### src/rtl/race_start_sequencer.sv
// race_start_sequencer
//
// Christmas-tree race start controller for multiple lanes. An internal prescaler produces a
// tick every DIV = CLK_HZ/TICK_HZ cycles, so everything runs in the CLOCK domain. A rising edge
// on START runs RED_HOLD -> YEL(0..NUM_YELLOW-1) -> GO -> IDLE. A lane departing before GO
// latches its FOUL bit and parks the block in FAULT until the next start edge. ABORT returns
// to IDLE from anywhere.
//
// Ports:
//   CLOCK    system clock, rising edge
//   nRESET   asynchronous active-low reset
//   START    level input, rising edge starts a sequence (already synchronised)
//   ABORT    synchronous abort, active-high
//   LANE_GO  per-lane departure sensors, active-high
//   RED      red lamp
//   YELLOW   yellow lamps, thermometer coded
//   GREEN    green lamp
//   FOUL     latched per-lane false-start flags
//   BUSY     high in RED_HOLD, YEL and GO
module race_start_sequencer #(
    parameter int unsigned CLK_HZ      = 50_000_000,
    parameter int unsigned TICK_HZ     = 1,
    parameter int unsigned NUM_YELLOW  = 3,
    parameter int unsigned RED_TICKS   = 2,
    parameter int unsigned GREEN_TICKS = 5,
    parameter int unsigned NUM_LANES   = 2
) (
    input  logic                  CLOCK,
    input  logic                  nRESET,
    input  logic                  START,
    input  logic                  ABORT,
    input  logic [NUM_LANES-1:0]  LANE_GO,
    output logic                  RED,
    output logic [NUM_YELLOW-1:0] YELLOW,
    output logic                  GREEN,
    output logic [NUM_LANES-1:0]  FOUL,
    output logic                  BUSY
);

    localparam int unsigned DIV       = CLK_HZ / TICK_HZ;
    localparam int unsigned PW        = $clog2(DIV);
    localparam int unsigned MAX_TICKS = (RED_TICKS > GREEN_TICKS) ? RED_TICKS : GREEN_TICKS;
    localparam int unsigned SW        = $clog2(MAX_TICKS + 1);
    localparam int unsigned YW        = (NUM_YELLOW > 1) ? $clog2(NUM_YELLOW) : 1;

    localparam logic [PW-1:0] DivLast   = PW'(DIV - 1);
    localparam logic [SW-1:0] RedLast   = SW'(RED_TICKS - 1);
    localparam logic [SW-1:0] GreenLast = SW'(GREEN_TICKS - 1);
    localparam logic [YW-1:0] YelLast   = YW'(NUM_YELLOW - 1);

    typedef enum logic [2:0] {
        StIdle,
        StRedHold,
        StYel,
        StGo,
        StFault
    } state_e;

    state_e                  state_q, state_d;
    logic [YW-1:0]           yel_q, yel_d;
    logic [SW-1:0]           stage_q, stage_d;
    logic [PW-1:0]           presc_q, presc_d;
    logic                    start_q;
    logic [NUM_LANES-1:0]    foul_q, foul_d;
    logic                    red_q, red_d;
    logic [NUM_YELLOW-1:0]   yellow_q, yellow_d;
    logic                    green_q, green_d;
    logic                    busy_q, busy_d;

    logic tick;
    logic start_ev;
    logic lane_any;

    assign tick     = (presc_q == DivLast);
    assign start_ev = START & ~start_q;
    assign lane_any = |LANE_GO;

    // Next-state logic. Priority: ABORT > foul > tick advance > start event.
    always_comb begin
        state_d = state_q;
        yel_d   = yel_q;
        stage_d = stage_q;
        presc_d = presc_q;
        foul_d  = foul_q;

        // Prescaler only runs in the tick-timed states.
        if (state_q inside {StRedHold, StYel, StGo}) begin
            presc_d = tick ? '0 : presc_q + 1'b1;
        end

        if (ABORT) begin
            state_d = StIdle;
            foul_d  = '0;
        end else begin
            unique case (state_q)
                StIdle, StFault: begin
                    if (start_ev) begin
                        state_d = StRedHold;
                        foul_d  = '0;
                    end
                end
                StRedHold: begin
                    if (lane_any) begin
                        state_d = StFault;
                        foul_d  = foul_q | LANE_GO;
                    end else if (tick) begin
                        if (stage_q == RedLast) begin
                            state_d = StYel;
                            yel_d   = '0;
                        end else begin
                            stage_d = stage_q + 1'b1;
                        end
                    end
                end
                StYel: begin
                    // A foul on the final yellow tick cycle still beats the move to GO.
                    if (lane_any) begin
                        state_d = StFault;
                        foul_d  = foul_q | LANE_GO;
                    end else if (tick) begin
                        if (yel_q == YelLast) begin
                            state_d = StGo;
                        end else begin
                            yel_d = yel_q + 1'b1;
                        end
                    end
                end
                StGo: begin
                    if (tick) begin
                        if (stage_q == GreenLast) begin
                            state_d = StIdle;
                        end else begin
                            stage_d = stage_q + 1'b1;
                        end
                    end
                end
                default: begin
                    state_d = StIdle;
                    foul_d  = '0;
                end
            endcase
        end

        // Every state entry restarts stage timing from zero.
        if (state_d != state_q) begin
            presc_d = '0;
            stage_d = '0;
        end
    end

    // Moore outputs decoded from the next state so the registered lamps line up with state_q.
    always_comb begin
        red_d    = (state_d == StIdle) || (state_d == StRedHold) || (state_d == StFault);
        green_d  = (state_d == StGo);
        busy_d   = (state_d == StRedHold) || (state_d == StYel) || (state_d == StGo);
        yellow_d = '0;
        for (int unsigned i = 0; i < NUM_YELLOW; i++) begin
            yellow_d[i] = (state_d == StYel) && (YW'(i) <= yel_d);
        end
    end

    always_ff @(posedge CLOCK or negedge nRESET) begin
        if (!nRESET) begin
            state_q  <= StIdle;
            yel_q    <= '0;
            stage_q  <= '0;
            presc_q  <= '0;
            start_q  <= 1'b0;
            foul_q   <= '0;
            red_q    <= 1'b1;
            yellow_q <= '0;
            green_q  <= 1'b0;
            busy_q   <= 1'b0;
        end else begin
            state_q  <= state_d;
            yel_q    <= yel_d;
            stage_q  <= stage_d;
            presc_q  <= presc_d;
            start_q  <= START;
            foul_q   <= foul_d;
            red_q    <= red_d;
            yellow_q <= yellow_d;
            green_q  <= green_d;
            busy_q   <= busy_d;
        end
    end

    assign RED    = red_q;
    assign YELLOW = yellow_q;
    assign GREEN  = green_q;
    assign FOUL   = foul_q;
    assign BUSY   = busy_q;

endmodule

### config.mk
export PLATFORM = sky130hd
export DESIGN_NAME = race_start_sequencer
export DESIGN_NICKNAME = d
export VERILOG_FILES = /design/src/rtl/race_start_sequencer.sv
export SDC_FILE = /design/constraint.sdc
export NUM_CORES = 1
export LEC_CHECK = 0
export CAP_MARGIN = 10
export CORE_MARGIN = 1
export CORE_UTILIZATION = 59
export DETAILED_ROUTE_END_ITERATION = 10
export GPL_TIMING_DRIVEN = 1
export HOLD_SLACK_MARGIN = 0.12
export PLACE_DENSITY_LB_ADDON = 0.25
export SETUP_SLACK_MARGIN = 0.02
export SLEW_MARGIN = 40
export SYNTH_ARGS = -nofsm -noshare
export SYNTH_HDL_FRONTEND = slang
export SYNTH_SLANG_ARGS = --single-unit
### constraint.sdc
create_clock -name CLOCK -period 2.8 [get_ports CLOCK]
set_clock_uncertainty 0.1 [all_clocks]
set_input_delay 0.42 -clock CLOCK [delete_from_list [all_inputs] [get_ports CLOCK]]
set_output_delay 0.42 -clock CLOCK [all_outputs]
set_load 0.01 [all_outputs]
Yosys cells after proc, flatten, opt, wreduce, memory -nomap -nowiden --
Cells that the tools add are included.
Storage, ports and cells: register bits after elaboration 43, input port bits 6, output and inout bits 8, logic and storage cells 92
Cells by class: add/sub/neg operators 3, magnitude comparators 3, equality and inequality tests 22, muxes and demuxes 34, bitwise gates (word level) 3, reductions and logical operators 17
Operators by type and width (count):
- $mux 26 | 3
- $mux 3 | 17
- $add 26x1->26 const B | 1
- $eq 26x26->1 const B | 1
- $mux 2 | 10
- $ne 3x2->1 const B | 5
- $eq 3x2->1 const B | 4
- $pmux 3 s4 | 1
- $eq 3x1->1 const B | 3
- $eq 3x3->1 const B | 3
- $reduce_and 7->1 | 1
- $logic_not 3->1 | 2
- $pmux 2 s3 | 1
- $pmux 3 s2 | 1
- $reduce_bool 3->1 | 2
- $reduce_or 2->1 | 3
- $le 1x2->1 const A | 2
- $logic_or 1x1->1 | 4
- $pmux 2 s2 | 1
- $add 3x1->3 const B | 1
- $logic_and 1x1->1 | 3
- $ne 3x1->1 const B | 1
- $ne 3x3->1 | 1
- $ne 3x3->1 const B | 1
- other kinds (10) | 10

Longest topological paths before layout --
Gate-level depths: netlist of run 1.
depth in word-level cells 9, depth in mapped cells 10, gate-level depth less buffers 8

Worst setup path before layout of run 1 --
No wires, ideal clock.
path kind reg-to-reg, start reg presc_q[0], end reg presc_q[4], setup time 0.119 ns, arrival 1.920 ns, data required time 2.581 ns, path slack 0.661 ns, stages on the path, launching flop included 10, buffers on the path 2, clock period less this slack 2.139 ns, cells stage by stage dfrtp_1 ha_1 nand4_4 nor4_4 a2111o_1 o211ai_2 o2111ai_1 buf_2 buf_6 nor2_1
Between the ends: cells in the longest elaborated chain, start to end 7, elaborated cells on any way between the ends 14, those cells by class add/sub: 1; eq/ne: 2; mux: 10; reduce/logical: 1
RTL lines:
- from (decl) | RTL line 62 | logic [PW-1:0] presc_q, presc_d;
- from (signal assigned) | RTL line 178 | presc_q <= presc_d;
- $eq 26x26->1 | RTL line 74 | assign tick = (presc_q == DivLast);
- $mux 3, on equally long branches | RTL line 120, 106
- $mux 3, on equally long branches | RTL line 117, 103
- $pmux 3 s4 | RTL line 95 | unique case (state_q)
- $mux 3 | RTL line 91 | if (ABORT) begin
- $ne 3x3->1 | RTL line 145 | if (state_d != state_q) begin
- $mux 26 or $reduce_bool 2->1 (tied branches)
Several ways; a longest one is shown, not always the timed one. The select of a mux whose other input is x is not followed. A chain may end at the register's enable or synchronous reset.

Worst setup path in the final report of run 1 --
start reg presc_q[0], end reg presc_q[21]
Same word-level chain as after synthesis.

==> results by stage, run 1 <==
GRT:
- The number of antenna violations at the first check in global routing is 0.
- The wire length of the first global-routing pass is a little over 9 mm.
- The pin count of the biggest net entering global routing is 44.
- For this run, the total global-route usage over all layers was measured as 0.277.
- In the global route stage, met2 resource usage came out at 0.404.
- Summed over all layers, the global routing overflow is 0.
- The number of global-route vias before repair is about 2000.
- The routing usage on met1 is 0.395.
- The met3 global-route usage is 0.0541.
- The busiest layer in global routing is met2.

Timing:
- Adding up every negative setup slack in the final design gives 0 ps.
- At the pin with the least slew margin, the transition time is roughly 630 ps.
- The final worst setup slack is roughly 270 ps.
- The number of failing hold endpoints at the final stage is 0.
- The worst pin sits at a relative slew slack of 0.575.
- The highest achievable clock rate is 395 MHz.
- The final critical path time including I/O delays and setup is roughly 2500 ps.
- Setup repair after global routing left no endpoint under its margin.
- The ratio of final minimum period to clock period is 0.905.
- The total setup violations reported at the end of the flow is 0.
- The max-slew violation count was 0.

Placed design:
- The last weighted congestion value of the routability-driven placer is 0.898.
- The count of buffers inserted at the top-level ports is 13.
- Once detailed placement completed, the half-perimeter wirelength came to between 3 and 4 mm.
- At the placement stage, the worst setup path has a slack of about 130 ps.

Layout:
- The share of final-layout standard cells stronger than drive strength 1 is 0.0847.
- Compared with the post-synthesis result, the final layout area differs by 12.1%.
- The antenna diode count is 0.
- The number of fill cells is roughly 320.
- After the last flow step, the layout net total stands at 306.
- In the layout the commonest cells are 42 x dfrtp_1, 35 x nor2_1, 23 x nor3_1, 20 x nand2_1, 15 x nand3_1.
- The commonest non-fill, non-tap cell in the layout is dfrtp_1.

Synth:
- The most used flip-flop cell after synthesis is dfrtp_1.
- The number of standard cells after synthesis is 279.
- The Yosys step of the flow raised 0 warnings.
- The post-synth net total is approximately 290.
- After synthesis the netlist holds a flip-flop and latch count of 43.
- The share of synthesized registers carrying an async set or reset is 1.00.
- By area the synthesized netlist is led by dfrtp_1 42%, nor2_1 5.2%, nor3_1 4.6%.
- The biggest area contributor in the post-synthesis netlist is dfrtp_1.
- The count of different cell masters after synthesis is 44.
- In this run the cell area of the synthesized design comes to approximately 2500 um^2.
- The share of the synthesized area in the top cell type is 0.417.
- Counting flops with a built-in enable in the synthesized netlist gives 0.
- The portion of the post-synthesis area used by sequential elements is 0.428.
- The post-synthesis average cell area is about 9 um^2.

Power and ir drop:
- The internal power of the cells totals around 900 uW.
- The power density normalized to cell area is around 420 nW/um^2.
- For this design the total switching power over the nets is approximately 290 uW.
- The standby leakage power is 0.00123 uW.
- Of the total power, registers draw 0.543.
- The combinational group share of total power is 0.089.
- Across the VDD grid, the largest voltage drop is between 0.3 and 0.4 mV.
- The fraction of power spent switching nets is 0.245.
- The proportion of power drawn by the clock network is 0.368.

Worst setup path:
- The signal on the critical path passes through ha_1, nand4_4, nor4_4, nand2_2, o211ai_2, o2111ai_2, buf_12, nor3_1.
- The slowest cell on the critical path is dfrtp_1.
- The maximum fanout count along the critical path is 29.
- The class of the most critical setup path is reg2reg.
- The startpoint type of the worst setup path is a register.
- For the worst setup path, the data required time is around 2900 ps.
- The worst setup path is captured at a register.
- The data arrival time of the critical path is roughly 2600 ps.
- In this design, the stage delay of the slowest critical-path cell is 450 ps.

Routing:
- The count of nets left with antenna violations once routing finished came out at 0.
- The post-detailed-route via-to-cell ratio is between 6 and 7.
- The detailed router finished its first iteration with between 200 and 250 violations.
- The final layout contains routed wiring with a total length of 5.53 mm.
- Dividing the detail-routed wire length by the instance count gives about 16 um.
- The final route contains ~2100 vias.
- In the routed design, unresolved DRC markers number 0.
- The pre-antenna-repair detailed-routing pass consisted of 5 iterations.

Die:
- In this run the count of I/O pins placed on the die edge is 14.
- The die is a little under 70 um tall.
- The floorplan has 23 rows.
- For this configuration, the core starts out at a cell density of 0.621.
- In this run the horizontal extent of the chip is between 60 and 70 um.
- The core region is between 4000 and 5000 um^2.
- The die covers 4540 um^2.

Clock network:
- The post-cts gate resize count is 0.
- TritonCTS built the clock tree.
- The cell at the root of the clock tree is clkbuf_8.
- CTS built an H-tree with a depth of 2.
- The clock sink count is 43.
- TritonCTS created 5 clock buffers.
- The clock slew at the register clock pins of the worst setup and hold paths is around 80 ps.
- At the later pin of the worst-skew pair, clock insertion delay measures approximately 300 ps.
- The post-cts hold buffer count is 1.
- The buffer depth of the longest clock path is 2.
- In this run the post-CTS setup repair buffer count came out at 0.

Run:
- The reported max-cap violation count is 0.

Worst hold path:
- In this run the worst hold path is classified as reg2reg.

Run status:
- The run finished with clean final reports.
cell usage after synthesis, drive strengths merged, types with 7 or more instances:
master and n:
clkbuf 7, o21ai 8, nand2 21, and3 7
nor4 11, nand4 12, inv 12, nand3 15
dfrtp 42, nor2 36, xnor2 10, nor3 23
a21oi 13, xor2 13
power by group through the flow:
stage,combinational (uW),clock (uW),sequential (uW)
floorplan,61.1,0,653
global placement,102,0,656
detailed placement,105,0,656
CTS,106,446,643
global route,118,471,646
finish,105,436,644
metal layers:
metal,part of all wire,wire [um],vias to the layer above
met1,0.48,2650,1024
met4,0.019,106,0
met3,0.040,223,13
li1,-,-,1027
met2,0.46,2550,59
met5,0,0,-
critical path: cells and delay by family (launching register included):
| kind | cells | cell delay (ps) |
|---|---|---|
| simple gates | 4 | 1010 |
| fa+ha+maj | 1 | 300 |
| compound gates | 2 | 360 |
| buf+inv | 1 | 200 |
| flops | 1 | 450 |
state kept, by name, indices dropped and copies added, names as in the netlist:
register	count
FOUL	2
presc_q	26
RED	1
YELLOW	3
stage_q	3
state_q	3
BUSY	1
GREEN	1
start_q	1
yel_q	2
metrics by stage:
stage	std cells	area [um^2]	hold slack, ps	power (uW)	util
floorplan	279	2520	24.4	714	-
global placement	336	2710	443	758	0.669
detailed placement	336	2720	342	761	0.669
CTS	345	2830	460	1200	0.696
global route	345	2830	494	1240	0.696
finish	345	2830	453	1190	0.696
worst paths after layout:
path	from	endpoint	slack [ps]	cells past startpoint
min in group asynchronous	nRESET	presc_q[5]	540	2
max in group asynchronous	nRESET	RED	1670	2
worst min-delay path	presc_q[23]	presc_q[23]	450	2
worst min register to register	presc_q[23]	presc_q[23]	450	2
worst max-delay path	presc_q[0]	presc_q[21]	270	8
worst max register to register	presc_q[0]	presc_q[21]	270	8
cells by family after synthesis:
logic type      share of synthesized area
flops                               0.428
xor+xnor                           0.0799
simple gates                        0.318
compound gates                     0.0998
buf+inv                            0.0412
mux                               0.00397
fa+ha+maj                          0.0298
area by class of cell:
type / instances / area [um^2] / area share
inverters: 12 / 45.0 / 0.0159
well taps: 50 / 62.6 / 0.0221
clock buffers: 8 / 100 / 0.0354
repair buffers: 20 / 195 / 0.0691
flip-flops and latches: 43 / 1080 / 0.381
multi-input cells: 212 / 1350 / 0.476
Note: power is estimated with default switching activity, not from simulation.
==> inputs of run 2 (changes only) <==
GPL_ROUTABILITY_DRIVEN = 0   (was not set)
==> results of run 2 <==
Same layout as run 1: the final DEF is identical, and so are final timing and power.
